**src/rtl/mbox_store_buffer.sv**
```systemverilog
// rtl/mbox_store_buffer.sv - posted-write store buffer between Mbox dmem port and memory bus
// In-order FIFO of doubleword stores with youngest-match load forwarding and overlap conflict detection.
module mbox_store_buffer #(
  parameter int DEPTH = 4,
  parameter int AW    = 64,
  parameter int DW    = 64
) (
  input  logic                       clk,
  input  logic                       rst_n,
  input  logic                       st_valid,
  input  logic [AW-1:0]              st_addr,
  input  logic [DW-1:0]              st_data,
  output logic                       st_ready,
  input  logic                       ld_valid,
  input  logic [AW-1:0]              ld_addr,
  output logic                       ld_hit,
  output logic [DW-1:0]              ld_data,
  output logic                       ld_conflict,
  output logic                       mem_valid,
  output logic [AW-1:0]              mem_addr,
  output logic [DW-1:0]              mem_data,
  input  logic                       mem_ready,
  output logic                       empty,
  output logic [$clog2(DEPTH):0]     count
);

  localparam int PW = $clog2(DEPTH);
  localparam int CW = PW + 1;

  logic [AW-1:0] addr_q [DEPTH];
  logic [DW-1:0] data_q [DEPTH];
  logic [PW-1:0] head_q;
  logic [PW-1:0] tail_q;
  logic [CW-1:0] count_q;

  logic enq;
  logic deq;

  assign count     = count_q;
  assign empty     = (count_q == '0);
  assign st_ready  = (count_q != CW'(DEPTH));
  assign mem_valid = !empty;
  assign mem_addr  = addr_q[head_q];
  assign mem_data  = data_q[head_q];

  assign enq = st_valid && st_ready;
  assign deq = mem_valid && mem_ready;

  always_ff @(posedge clk or negedge rst_n) begin
    if (!rst_n) begin
      head_q  <= '0;
      tail_q  <= '0;
      count_q <= '0;
    end else begin
      if (enq) tail_q <= tail_q + 1'b1;
      if (deq) head_q <= head_q + 1'b1;
      case ({enq, deq})
        2'b10:   count_q <= count_q + 1'b1;
        2'b01:   count_q <= count_q - 1'b1;
        default: count_q <= count_q;
      endcase
    end
  end

  // Entry payload needs no reset: validity is tracked solely by head/count.
  always_ff @(posedge clk) begin
    if (enq) begin
      addr_q[tail_q] <= st_addr;
      data_q[tail_q] <= st_data;
    end
  end

  logic          found;
  logic          exact;
  logic [DW-1:0] fwd_data;
  logic [PW-1:0] idx;
  logic [AW-1:0] d_fwd;
  logic [AW-1:0] d_bwd;

  // Walk oldest to youngest so the last overlapping entry wins.
  always_comb begin
    found    = 1'b0;
    exact    = 1'b0;
    fwd_data = '0;
    idx      = '0;
    d_fwd    = '0;
    d_bwd    = '0;
    for (int i = 0; i < DEPTH; i++) begin
      idx   = head_q + PW'(i);
      d_fwd = ld_addr - addr_q[idx];
      d_bwd = addr_q[idx] - ld_addr;
      if ((CW'(i) < count_q) && ((d_fwd < AW'(8)) || (d_bwd < AW'(8)))) begin
        found    = 1'b1;
        exact    = (addr_q[idx] == ld_addr);
        fwd_data = data_q[idx];
      end
    end
  end

  assign ld_hit      = ld_valid && found && exact;
  assign ld_conflict = ld_valid && found && !exact;
  assign ld_data     = ld_hit ? fwd_data : '0;

endmodule

```
**config.mk**
```make
export PLATFORM = sky130hd
export DESIGN_NAME = mbox_store_buffer
export DESIGN_NICKNAME = d
export VERILOG_FILES = /design/src/rtl/mbox_store_buffer.sv
export SDC_FILE = /design/constraint.sdc
export NUM_CORES = 2
export LEC_CHECK = 0
export ABC_AREA = 1
export CORE_ASPECT_RATIO = 0.75
export CORE_MARGIN = 2
export CORE_UTILIZATION = 26
export DETAILED_ROUTE_END_ITERATION = 8
export PLACE_DENSITY = 0.42
export SLEW_MARGIN = 20
export SYNTH_ARGS = -nofsm -noshare
export SYNTH_HDL_FRONTEND = slang
export SYNTH_SLANG_ARGS = --single-unit
```
**constraint.sdc**
```tcl
create_clock -name clk -period 20.3 [get_ports clk]
set_clock_uncertainty 0.2 [all_clocks]
set_input_delay 6.09 -clock clk [delete_from_list [all_inputs] [get_ports clk]]
set_output_delay 6.09 -clock clk [all_outputs]
set_load 0.05 [all_outputs]
```
==> flow_summary.yaml <==
timing:
  setup_tns_ns: 0
  fin_crit_ns: 19.37
  tightest_slew_ns: 1.28
  period_share_pct: 95.4
  setup_viol: 0
  drv_slew: 0
  finalWorstSetupSlack_ns: 0.934
  hold_viol: 0
  maxSlewHeadroom_pct: 13.7
  rsz0062_at_grt: "no"
  clock.fmax_mhz: 51.6
floorplan:
  die-height_um: 464
  die-area_mm2: 0.286
  start_util_pct: 26.2
  die_width_um: 617
  ios: 397
  row_count: 168
  core_mm2: 0.280
synthesis:
  synth_xor_area_share_pct: 0.620
  syn_avg_cell_area_um2: 5.58
  async_flop_share_pct: 1.35
  synth_area_mm2: 0.0733
  synth_edf_count: 512
  yosys_warnings: 0
  synth_cell_types: 46
  yosys-mux-area-fraction_pct: 0
  syn-num-nets: 13800
  synth-simple-area-share_pct: 39.8
  syn_inst: 13100
  synth_compound_area_share_pct: 14.7
  synth_fa_ha_area_share_pct: 8.77
  synthFlopType: "edfxtp_1"
  ys_ff_latch: 519
  synth_top_family_by_area: "simple AND/OR/NAND/NOR gates"
  ys_seq_area_share_pct: 21.2
global_route:
  grt_max_degree: 212
  track_usage_pct: 30.7
  grt-ovfl-total: 0
  grt_pass1_vias: 78800
  antenna_found_initial: 52
  grt_pass1_wl_mm: 619
clock_network:
  clk_latency_ns: 0.69
  cts_buffers: 70
  cts_num_sinks: 519
  clockBufferDepth: 3
  cts_setup_buffers: 0
  cts-resized-gates: 0
  htreeDepth: 3
  cts.clk_slew.worst_paths_ns: 0.06
  cts_root_buffer: "clkbuf_16"
  cts_tree: "built"
  ctsHoldBuffers: 0
cells_and_area:
  drive_above_1_share_pct: 5.36
  postLayoutCoreUtil_pct: 30.1
  final_cell_mix: "4949 x nand2_1, 2506 x inv_1, 1157 x o21ai_0"
  fin_nets: 14100
  areaGrowthSynthToFinish_pct: 14.8
  final_common_cell: "nand2_1"
  num-fill-cells: 32200
routing:
  drc: 0
  drtIter0Drc: 10900
  via_count: 86500
  wl_mm: 455
  drtPass1Iterations: 8
  post_drt_via_cell_ratio: 5.03
  antenna_left: 0
  wl_per_cell_um: 26.4
min_path:
  hold_class: "flip-flop to flip-flop"
setup_path:
  critPathMaxFanout: 39
  crit_chain: "clkdlybuf4s50_1 > inv_1 > ha_1 > a21oi_1 > nand2_1 > a21oi_1 > nand3_1 > nand2_1 > nand2_1 > nor2_1 > nand2_1 > nor2_1 > nand3_1 > nor2_1 > nand3_1 > nand2_1 > nand2_1 > nand3_1 > nor2_1 > nor2_1 > nand2_4 > buf_4 > nor2_1 > buf_12"
  crit_arrival_ns: 13.08
  cpMaxStageDelayCell: "clkdlybuf4s50_1"
  worstSetupEndpointType: "primary output"
  timing.setup.critical_path_class: "primary input to primary output"
  start_kind: "primary input"
  required_ns: 14.01
  critPathMaxStageDelay_ns: 0.86
job:
  drv_cap: 0
placement:
  gp_congestion: 1.06
  hpwl_mm: 389
  numPortBuffers: 396
  pre_cts_slack_ns: 1.24
run_status:
  status: "finished clean"
==> sequential cells by signal, summed over array words and instances, names as in the netlist <==
name,count
head_q,2
tail_q,2
addr_q,256
data_q,256
count,3
==> critical path: cells and delay by family <==
kind | cells | cell delay (ns)
and+or+nand+nor | 17 | 3.07
buffers and inverters | 4 | 1.89
AOI/OAI and AO/OA | 2 | 1.25
adders and majority gates | 1 | 0.67
==> per-stage QoR <==
stage | hold slack [ns] | std cells | cell area (um2)
after floorplan | 0.357 | 13100 | 73300
after CTS | 0.378 | 17200 | 84100
final | 0.377 | 17200 | 84200
after global placement | 0.371 | 17100 | 81800
after global routing | 0.429 | 17200 | 84200
after detailed placement | 0.363 | 17100 | 81800
==> cells in the mapped netlist, types with 11 or more instances <==
master / n / share of area [%]
clkbuf_1: 216 / 1.1
nor2_1: 895 / 4.6
o211ai_1: 74 / 0.76
o21ai_0: 1188 / 8.1
inv_1: 2507 / 13
edfxtp_1: 512 / 21
nor2_4: 25 / 0.38
or2_2: 253 / 2.2
nand2_2: 16 / 0.14
nor3_1: 55 / 0.38
inv_2: 59 / 0.30
nand3b_1: 11 / 0.11
buf_1: 30 / 0.15
nand4_1: 160 / 1.4
buf_2: 33 / 0.23
nand3_1: 632 / 4.3
xor2_1: 48 / 0.57
a21o_1: 19 / 0.19
nand2_1: 4950 / 25
ha_1: 514 / 8.8
nor2_2: 74 / 0.63
a21oi_1: 564 / 3.9
o21bai_1: 63 / 0.65
o21ai_1: 132 / 0.90
clkinv_1: 12 / 0.061
==> path summary, 6_finish.rpt <==
check                                      from                 endpoint  slack (ns)  cells after the start
min in group asynchronous                 rst_n     count[2]$_DFFE_PN0P_        5.57                      1
hold reg to reg            count[1]$_DFFE_PN0P_     count[1]$_DFFE_PN0P_        0.38                      2
setup / recovery                    ld_addr[25]               ld_data[1]        0.93                     24
hold / removal             count[1]$_DFFE_PN0P_     count[1]$_DFFE_PN0P_        0.38                      2
max in group asynchronous                 rst_n    head_q[0]$_DFFE_PN0P_       13.90                      1
setup reg to reg           count[0]$_DFFE_PN0P_  addr_q[1][22]$_DFFE_PP_       15.18                      8
==> final cells by class <==
type                            count  area (um2)  share of cell area, %
Multi-Input combinational cell   9734       46900                   55.7
Sequential cell                   519       15600                   18.5
Inverter                         2578        9700                   11.5
Timing Repair Buffer              485        4980                   5.92
Tap cell                         3740        4680                   5.56
Clock buffer                       81        1800                   2.14
Clock inverter                     46         499                  0.593
Antenna cell                       23        57.6                 0.0684
==> cell families after synthesis <==
| family | Yosys count |
|---|---|
| AOI/OAI and AO/OA | 2059 |
| xor gates and xnor gates | 51 |
| adders and majority gates | 514 |
| buffers and inverters | 2877 |
| and+or+nand+nor | 7110 |
| DFF | 519 |
==> layer usage <==
layer / GRT usage [%] / up-vias / routed length (um)
met2: 43.1 / 3835 / 178000
met1: 45.3 / 40800 / 215000
met4: 8.21 / 24 / 13000
met5: 0.652 / - / 395
met3: 8.23 / 473 / 48800
li1: - / 41300 / -
Power is left out: the tool's default activity adds up to more than one toggle a clock period on the data nets, which glitch-free logic cannot reach.
